[config.mk]
export PLATFORM = sky130hd
export DESIGN_NAME = spi_slave_frame_rx_flat
export DESIGN_NICKNAME = d
export VERILOG_FILES = /design/src/rtl/spi_slave_frame_rx_pkg.sv /design/src/rtl/spi_slave_frame_rx_if.sv /design/src/rtl/spi_slave_frame_rx_in_sync.sv /design/src/rtl/spi_slave_frame_rx.sv /design/src/flat_wrapper.sv
export SDC_FILE = /design/constraint.sdc
export NUM_CORES = 1
export LEC_CHECK = 0
export ABC_AREA = 1
export CORE_MARGIN = 4
export CORE_UTILIZATION = 50
export DETAILED_ROUTE_END_ITERATION = 10
export PLACE_DENSITY_LB_ADDON = 0.25
export REMOVE_ABC_BUFFERS = 1
export SLEW_MARGIN = 10
export SYNTH_ARGS = -nofsm -noshare
export SYNTH_HDL_FRONTEND = slang
export SYNTH_SLANG_ARGS = --single-unit
[constraint.sdc]
create_clock -name block_clk_i -period 1.8 [get_ports block_clk_i]
set_input_delay 0.27 -clock block_clk_i [delete_from_list [all_inputs] [get_ports block_clk_i]]
set_output_delay 0.27 -clock block_clk_i [all_outputs]
set_load 0.02 [all_outputs]
[src/rtl/spi_slave_frame_rx_pkg.sv]
// Shared types and constants for the SPI slave frame receiver: FSM states,
// the idle levels of the SPI lines, and frame-size arithmetic.
package spi_slave_pkg;

  typedef enum logic [0:0] {
    IDLE  = 1'b0,
    SHIFT = 1'b1
  } state_e;

  localparam logic SCLK_IDLE = 1'b0;
  localparam logic SS_IDLE   = 1'b1;
  localparam logic MOSI_IDLE = 1'b0;

  function automatic int unsigned frame_bits(input int unsigned bytes);
    return 8 * bytes;
  endfunction

endpackage

[src/rtl/spi_slave_frame_rx_if.sv]
// SPI pins plus the frame-side handshake of the display SPI slave.
interface spi_slave_frame_rx_if #(
  parameter int unsigned FRAME_BITS = 16
);
  logic                  spi_sclk_i;
  logic                  spi_ss_i;
  logic                  spi_mosi_i;
  logic                  spi_miso_o;
  logic [FRAME_BITS-1:0] tx_data_i;
  logic [FRAME_BITS-1:0] frame_data_o;
  logic                  frame_valid_o;
  logic                  frame_err_o;
  logic                  busy_o;

  modport slave (
    input  spi_sclk_i, spi_ss_i, spi_mosi_i, tx_data_i,
    output spi_miso_o, frame_data_o, frame_valid_o, frame_err_o, busy_o
  );

  modport master (
    output spi_sclk_i, spi_ss_i, spi_mosi_i, tx_data_i,
    input  spi_miso_o, frame_data_o, frame_valid_o, frame_err_o, busy_o
  );
endinterface

[src/rtl/spi_slave_frame_rx_in_sync.sv]
// 1-bit synchroniser with a history flop; rise/fall compare the synchronised
// level against its one-cycle-old copy.
module spi_in_sync #(
  parameter int unsigned SYNC_STAGES = 2,
  parameter logic        IDLE_VAL    = 1'b0
) (
  input  logic block_clk_i,
  input  logic rst_i,
  input  logic d,
  output logic q,
  output logic rise_c,
  output logic fall_c
);
  logic [SYNC_STAGES-1:0] chain;
  logic                   hist;

  always_ff @(posedge block_clk_i) begin
    if (rst_i) begin
      chain <= {SYNC_STAGES{IDLE_VAL}};
      hist  <= IDLE_VAL;
    end else begin
      chain <= {chain[SYNC_STAGES-2:0], d};
      hist  <= chain[SYNC_STAGES-1];
    end
  end

  assign q      = chain[SYNC_STAGES-1];
  assign rise_c = q & ~hist;
  assign fall_c = ~q & hist;
endmodule

[src/rtl/spi_slave_frame_rx.sv]
// SPI mode-0 slave that assembles MSB-first frames in the block clock domain.
// Optional MISO status return is built when SPI_SLAVE_MISO_EN is defined.
module spi_slave_frame_rx
  import spi_slave_pkg::*;
#(
  parameter int unsigned FRAME_BYTES = 2,
  parameter int unsigned SYNC_STAGES = 2
) (
  input  logic                 block_clk_i,
  input  logic                 rst_i,
  spi_slave_frame_rx_if.slave  bus
);
  localparam int unsigned FRAME_BITS = frame_bits(FRAME_BYTES);
  localparam int unsigned CNT_W      = $clog2(FRAME_BITS + 1);
  localparam logic [0:0]  ST_IDLE    = IDLE;
  localparam logic [0:0]  ST_SHIFT   = SHIFT;

  logic sclk_s, sclk_rise, sclk_fall;
  logic ss_s, ss_rise, ss_fall;
  logic mosi_s, mosi_rise, mosi_fall;

  spi_in_sync #(.SYNC_STAGES(SYNC_STAGES), .IDLE_VAL(SCLK_IDLE)) u_sclk_sync (
    .block_clk_i(block_clk_i), .rst_i(rst_i), .d(bus.spi_sclk_i),
    .q(sclk_s), .rise_c(sclk_rise), .fall_c(sclk_fall)
  );
  spi_in_sync #(.SYNC_STAGES(SYNC_STAGES), .IDLE_VAL(SS_IDLE)) u_ss_sync (
    .block_clk_i(block_clk_i), .rst_i(rst_i), .d(bus.spi_ss_i),
    .q(ss_s), .rise_c(ss_rise), .fall_c(ss_fall)
  );
  spi_in_sync #(.SYNC_STAGES(SYNC_STAGES), .IDLE_VAL(MOSI_IDLE)) u_mosi_sync (
    .block_clk_i(block_clk_i), .rst_i(rst_i), .d(bus.spi_mosi_i),
    .q(mosi_s), .rise_c(mosi_rise), .fall_c(mosi_fall)
  );

  logic [0:0]            state_q, state_d;
  logic [CNT_W-1:0]      bit_cnt_q, bit_cnt_d;
  logic [FRAME_BITS-1:0] rx_shift_q, rx_shift_d;
  logic [FRAME_BITS-1:0] frame_data_q, frame_data_d;
  logic                  valid_q, valid_d;
  logic                  err_q, err_d;
`ifdef SPI_SLAVE_MISO_EN
  logic [FRAME_BITS-1:0] tx_shift_q, tx_shift_d;
  logic                  unused_sigs;
  assign unused_sigs = ^{sclk_s, mosi_rise, mosi_fall};
`else
  logic                  unused_sigs;
  assign unused_sigs = ^{sclk_s, sclk_fall, mosi_rise, mosi_fall, bus.tx_data_i};
`endif

  always_ff @(posedge block_clk_i) begin
    if (rst_i) begin
      state_q      <= ST_IDLE;
      bit_cnt_q    <= '0;
      rx_shift_q   <= '0;
      frame_data_q <= '0;
      valid_q      <= 1'b0;
      err_q        <= 1'b0;
`ifdef SPI_SLAVE_MISO_EN
      tx_shift_q   <= '0;
`endif
    end else begin
      state_q      <= state_d;
      bit_cnt_q    <= bit_cnt_d;
      rx_shift_q   <= rx_shift_d;
      frame_data_q <= frame_data_d;
      valid_q      <= valid_d;
      err_q        <= err_d;
`ifdef SPI_SLAVE_MISO_EN
      tx_shift_q   <= tx_shift_d;
`endif
    end
  end

  // Completion outranks SS release; SS release outranks a coincident SCLK edge.
  always_comb begin
    state_d      = state_q;
    bit_cnt_d    = bit_cnt_q;
    rx_shift_d   = rx_shift_q;
    frame_data_d = frame_data_q;
    valid_d      = 1'b0;
    err_d        = 1'b0;
`ifdef SPI_SLAVE_MISO_EN
    tx_shift_d   = tx_shift_q;
`endif
    case (state_q)
      ST_IDLE: begin
        if (ss_fall) begin
          state_d    = ST_SHIFT;
          bit_cnt_d  = '0;
          rx_shift_d = '0;
`ifdef SPI_SLAVE_MISO_EN
          tx_shift_d = bus.tx_data_i;
`endif
        end
      end
      ST_SHIFT: begin
        if (bit_cnt_q == CNT_W'(FRAME_BITS)) begin
          frame_data_d = rx_shift_q;
          valid_d      = 1'b1;
          bit_cnt_d    = '0;
`ifdef SPI_SLAVE_MISO_EN
          tx_shift_d   = bus.tx_data_i;
`endif
          if (ss_rise) state_d = ST_IDLE;
        end else if (ss_rise) begin
          err_d     = (bit_cnt_q != '0);
          bit_cnt_d = '0;
          state_d   = ST_IDLE;
        end else begin
          if (sclk_rise) begin
            rx_shift_d = {rx_shift_q[FRAME_BITS-2:0], mosi_s};
            bit_cnt_d  = bit_cnt_q + CNT_W'(1);
          end
`ifdef SPI_SLAVE_MISO_EN
          // The fall trailing a frame's last rise must not eat the reloaded MSB.
          if (sclk_fall && (bit_cnt_q != '0)) tx_shift_d = tx_shift_q << 1;
`endif
        end
      end
      default: state_d = ST_IDLE;
    endcase
  end

  assign bus.frame_data_o  = frame_data_q;
  assign bus.frame_valid_o = valid_q;
  assign bus.frame_err_o   = err_q;
  assign bus.busy_o        = ~ss_s;
`ifdef SPI_SLAVE_MISO_EN
  assign bus.spi_miso_o    = (state_q == ST_SHIFT) & tx_shift_q[FRAME_BITS-1];
`else
  assign bus.spi_miso_o    = 1'b0;
`endif
endmodule

[src/flat_wrapper.sv]
// flat-port wrapper written by rule: the top's interface ports become plain ports
module spi_slave_frame_rx_flat import spi_slave_pkg::*;
#(
  parameter int unsigned FRAME_BYTES = 2,
  parameter int unsigned SYNC_STAGES = 2
)
  (block_clk_i, rst_i, bus_spi_sclk_i, bus_spi_ss_i, bus_spi_mosi_i, bus_tx_data_i, bus_spi_miso_o, bus_frame_data_o, bus_frame_valid_o, bus_frame_err_o, bus_busy_o);
  spi_slave_frame_rx_if #(.FRAME_BITS(16)) bus_i ();
  input  logic block_clk_i;
  input  logic rst_i;
  input wire logic [$bits(bus_i.spi_sclk_i)-1:0] bus_spi_sclk_i;
  input wire logic [$bits(bus_i.spi_ss_i)-1:0] bus_spi_ss_i;
  input wire logic [$bits(bus_i.spi_mosi_i)-1:0] bus_spi_mosi_i;
  input wire logic [$bits(bus_i.tx_data_i)-1:0] bus_tx_data_i;
  output wire logic [$bits(bus_i.spi_miso_o)-1:0] bus_spi_miso_o;
  output wire logic [$bits(bus_i.frame_data_o)-1:0] bus_frame_data_o;
  output wire logic [$bits(bus_i.frame_valid_o)-1:0] bus_frame_valid_o;
  output wire logic [$bits(bus_i.frame_err_o)-1:0] bus_frame_err_o;
  output wire logic [$bits(bus_i.busy_o)-1:0] bus_busy_o;
  assign bus_i.spi_sclk_i = bus_spi_sclk_i;
  assign bus_i.spi_ss_i = bus_spi_ss_i;
  assign bus_i.spi_mosi_i = bus_spi_mosi_i;
  assign bus_i.tx_data_i = bus_tx_data_i;
  assign bus_spi_miso_o = bus_i.spi_miso_o;
  assign bus_frame_data_o = bus_i.frame_data_o;
  assign bus_frame_valid_o = bus_i.frame_valid_o;
  assign bus_frame_err_o = bus_i.frame_err_o;
  assign bus_busy_o = bus_i.busy_o;
  spi_slave_frame_rx #(.FRAME_BYTES(FRAME_BYTES), .SYNC_STAGES(SYNC_STAGES)) u_core (.block_clk_i(block_clk_i), .rst_i(rst_i), .bus(bus_i));
endmodule
Yosys cells after proc, flatten, opt, wreduce, memory -nomap -nowiden
Cells that the tools add are included.
{"block": "op_classes", "add_sub_neg": 1, "n_reduce_logical": 6, "eq_ne": 6, "muxes": 14, "bitwise": 8}
{"operator": "$mux 16", "n": 4}
{"operator": "$pmux 16 s2", "n": 1}
{"operator": "$mux 5", "n": 4}
{"operator": "$pmux 5 s2", "n": 1}
{"operator": "$add 5x1->5 const B", "n": 1}
{"operator": "$eq 5x5->1 const B", "n": 1}
{"operator": "$not 1->1", "n": 5}
{"operator": "$reduce_bool 5->1", "n": 1}
{"operator": "$ne 2x1->1 const B", "n": 2}
{"operator": "$ne 2x2->1 const B", "n": 2}
{"operator": "$ne 4x2->1 const B", "n": 1}
{"operator": "$reduce_and 2->1", "n": 2}
{"operator": "$reduce_and 4->1", "n": 1}
{"operator": "$reduce_or 4->1", "n": 1}
{"operator": "$and 1x1->1", "n": 3}
{"operator": "$mux 1", "n": 3}
{"operator": "$pmux 1 s2", "n": 1}
{"operator": "$reduce_or 2->1", "n": 1}
{"block": "word_totals", "regBits": 48, "word_cells": 46, "out_inout_bits": 20, "inputBits": 21}

Logic depth before layout (Yosys ltp)
{"block": "depth", "word_depth": 6, "depth_mapped": 10, "depth_no_buf": 9}

Modules after synthesis
From an unflattened synthesis, not the netlist that was laid out.
{"block": "hier_totals", "cells_unflattened": 255, "hier_area_um2": 1943.1}
{"mod": "spi_slave_frame_rx", "cells_each": 218, "seq_area_each_um2": 800.8, "area_per_inst_um2": 1657.8, "instances": 1}
{"mod": "spi_in_sync at u_core.u_mosi_sync ...", "cells_each": 12, "seq_area_each_um2": 60.1, "area_per_inst_um2": 93.8, "instances": 2}
{"mod": "spi_in_sync at u_core.u_ss_sync", "cells_each": 13, "seq_area_each_um2": 60.1, "area_per_inst_um2": 97.6, "instances": 1}

Least setup slack after synthesis
Ideal clock, no wire load.
{"block": "synth_path", "path_kind": "register to register", "start": "register u_core.bit_cnt_q[0]", "end": "register u_core.frame_data_q[15], in the netlist u_core.bus.frame_data_o[15]", "t_required_ps": 1672, "synth_period_minus_slack_ps": 1335, "path_slack_ps": 465, "arrival_time_ps": 1207, "path_stages_with_launch": 9, "setup_ps": 128, "path_buffers": 1, "path_cell_list": "dfxtp_1 inv_1 ha_1 nand3_2 inv_2 nand2_4 buf_2 a21oi_1 nor2_1"}
{"block": "synth_via", "elab_chain_cells": 2}
{"item": "start, declared", "line_no": "spi_slave_frame_rx.sv:36", "text": "logic [CNT_W-1:0] bit_cnt_q, bit_cnt_d;"}
{"item": "start signal, assigned", "line_no": "spi_slave_frame_rx.sv:63", "text": "bit_cnt_q <= bit_cnt_d;"}
{"item": "$eq 5x5->1", "line_no": "spi_slave_frame_rx.sv:97", "text": "if (bit_cnt_q == CNT_W'(FRAME_BITS)) begin"}
{"item": "$reduce_and 2->1 (no line)"}
{"item": "end signal, assigned", "line_no": "spi_slave_frame_rx.sv:65", "text": "frame_data_q <= frame_data_d;"}
{"item": "end, declared", "line_no": "spi_slave_frame_rx.sv:38", "text": "logic [FRAME_BITS-1:0] frame_data_q, frame_data_d;"}
Every way passes these cells.
A chain may end at the register's enable or synchronous reset.

Worst setup path after layout
{"block": "layout_path", "start": "register u_core.bit_cnt_q[0]", "end": "register u_core.rx_shift_q[0]"}
{"block": "layout_via", "elab_chain_cells": 3}
{"item": "$eq 5x5->1", "line_no": "spi_slave_frame_rx.sv:97"}
{"item": "$ne 2x2->1 (no line)"}
{"item": "$reduce_and 4->1 (no line)"}
{"item": "end signal, assigned", "line_no": "spi_slave_frame_rx.sv:64", "text": "rx_shift_q <= rx_shift_d;"}
{"item": "end, declared", "line_no": "spi_slave_frame_rx.sv:37", "text": "logic [FRAME_BITS-1:0] rx_shift_q, rx_shift_d;"}
Every way passes these cells.

==> out/metrics.yaml <==
run_status:
  status: "finished, final reports clean"
setup_path:
  crit_path_end_kind: "register"
  crit_fanout: 17
  critPathLaunch: "u_core.bit_cnt_q[0]"
  worst-setup-path-type: "reg2reg"
  cp.required_ps: 2000
  arrival_ps: 1810
  r2r_start: "u_core.bit_cnt_q[0]"
  cp-start-kind: "register"
cts:
  cts.path.max_buffers: 2
  clock_latency_ps: 300
  clock_sinks: 48
  clk_pin_slew_ps: 90
  cts_tree: "yes"
  cts_hold_buf: 0
  cts_made_buffers: 5
  htree_levels: 2
  clock_tree.root_cell: "clkbuf_8"
  cts_resized: 0
  post_cts_buffers: 0
finish:
  finalNonFillerCells: 352
  drive_gt1_share_pct: 7.566
  final_area_sq_um: 2359
  syn_to_final_growth_pct: 18.93
  fillers: 336
  diodes: 0
  final_nets: 326
global_route:
  antenna_found_initial: 0
  grt_pass1_vias: 1514
  grt_pass1_wl_mm: 6.499
  grt_use_total_pct: 15.78
  grt_overflow_total: 0
  grt_max_degree: 29
sta:
  fin_crit_ps: 1610
  setup-violations-final: 0
  max_clock_freq_mhz: 621.1
  final_hold_viol_count: 0
  period_share_pct: 89.45
  setup_tns_ps: 0
  grt_setup_unrepaired: "false"
  setup_ws_ps: 189.9
  relSlewSlack_pct: 49.72
  finalClockSkew_ps: 9.871
  maxSlewViolCount: 0
  tightest_slew_ps: 753.3
synthesis:
  yosysWarnings: 0
  synthTopCellsByArea: "dfxtp_1 (48%), nand2_1 (14%), nor2_1 (9.5%)"
  syn_area_sq_um: 1983
  seq_area_frac_synth_pct: 48.45
  yosysUniqueCellTypes: 21
  netlist.top_cell.by_area: "dfxtp_1"
  ys_seq_elements: 48
  syn_avg_cell_area_sq_um: 7.032
  synth_top_area_share_pct: 48.45
  syn_inst: 282
placement:
  pre_cts_slack_ps: 163.7
  gp_congestion: 0.8249
  placed_area_sq_um: 2237
  dp_hpwl_mm: 2.474
  placed_cells: 344
  port_buffers: 23
run:
  maxCapViolations: 0
detailed_routing:
  wl_per_cell_um: 10.71
  drt-total-wl_mm: 3.769
  antenna_left: 0
  via_per_inst: 4.682
  via_count: 1648
  drt-pass1-iter-count: 4
  drc: 0
  drt_iter0_markers: 169
hold_path:
  min_from: "u_core.u_sclk_sync.chain[0]"
  min_path_type: "reg2reg"
power_and_ir_drop:
  p_leak_nw: 1.100
  power_density_nw_per_um2: 901.3
  irDropWorstVdd_mv: 0.5972
floorplan:
  fp.dieH_um: 70.98
  num_rows: 22
  die_area_sq_um: 5038
  die_w_um: 70.98
  io_pins: 41
  coreArea_sq_um: 3744
  initial_utilization_pct: 52.97
==> through the flow <==
stage / util, % / power [mW] / hold WS, ps
after floorplan: - / 1.280 / 339.1
after global placement: 59.76 / 1.327 / 391.0
after detailed placement: 59.76 / 1.336 / 394.2
after CTS: 63.00 / 2.139 / 406.2
after global routing: 63.00 / 2.213 / 424.4
final: 63.00 / 2.126 / 403.8
==> critical path, stage by stage (launching register included) <==
cell,delay (ps)
dfxtp_1,330
inv_1,90
ha_1,190
nand3_2,130
inv_2,110
nand2_4,140
nand2_4,230
inv_2,120
nor2_1,120
nor2_1,50
==> synthesized netlist by cell type <==
cell type  number
nor2_1         50
nand3_1        27
inv_2           3
clkinv_2        1
nand2_1        74
inv_1          34
buf_4           1
xor2_1          2
o21ai_2         1
or2_2           2
buf_2           5
dfxtp_1        48
clkbuf_1        6
buf_6           1
conb_1          1
nand2_4         2
ha_1            2
nand3_2         2
nand4_1         1
a21oi_1        16
o21ai_0         3
==> logic make-up (layout without fill, tap and decap cells) <==
family	count (synthesis)	count (layout)	synth area share, %
buffers and inverters	51	73	10.60
AOI/OAI and AO/OA	20	20	5.237
xor gates and xnor gates	2	2	0.8834
and+or+nand+nor	158	158	33.38
adders and majority gates	2	2	1.262
other	1	1	0.1891
DFF	48	48	48.45
==> sequential cells by signal (all words and copies together) (netlist names), 2 cells and up <==
register	cells
u_core.u_mosi_sync.chain	2
u_core.bit_cnt_q	5
u_core.bus.frame_data_o	16
u_core.u_sclk_sync.chain	2
u_core.rx_shift_q	16
u_core.u_ss_sync.chain	2
==> routing by layer <==
| layer | part of all wire [%] | GRT usage, % | vias to the layer above |
|---|---|---|---|
| li1 | - | - | 898 |
| met1 | 49 | 20.30 | 715 |
| met2 | 45 | 24.92 | 30 |
| met5 | 0 | 0 | - |
| met4 | 1.9 | 7.724 | 0 |
| met3 | 3.8 | 3.551 | 5 |
==> cells in the final DEF, fill, tap and decap left out <==
master            n
dfxtp_1          48
clkbuf_8          6
clkdlybuf4s50_1  23
nand4_1           1
buf_4             4
inv_2             3
xor2_1            2
ha_1              2
nand2_1          74
clkinv_2          1
nor2_1           50
bufinv_16         1
clkinv_4          1
o21ai_2           1
a21oi_1          16
nand3_2           2
or2_2             2
conb_1            1
nand3_1          27
nand2_4           2
o21ai_0           3
inv_1            34
==> final cells by class <==
class                   count  area [sq um]  share of cell area (%)
multi-input cells         183         812.0                   34.43
inverters                  38         143.9                   6.101
clock inverters             2         38.79                   1.645
repair buffers             27         260.3                   11.03
flip-flops and latches     48         960.9                   40.74
well taps                  48         60.06                   2.546
clock buffers               6         82.58                   3.501
==> path summary, 6_finish.rpt <==
| kind | end | slack [ps] | cells after the start |
|---|---|---|---|
| max | u_core.rx_shift_q[0] | 190 | 9 |
| min | u_core.u_sclk_sync.chain[1] | 400 | 2 |
| max reg2reg | u_core.rx_shift_q[0] | 190 | 9 |
| min reg2reg | u_core.u_sclk_sync.chain[1] | 400 | 2 |
==> power breakdown <==
group	internal, mW	switching (mW)
Clock	0.454	0.360
Sequential	1.10	0.0296
Combinational	0.0611	0.116
Total	1.62	0.506
Note: power is estimated with default switching activity, not from simulation.
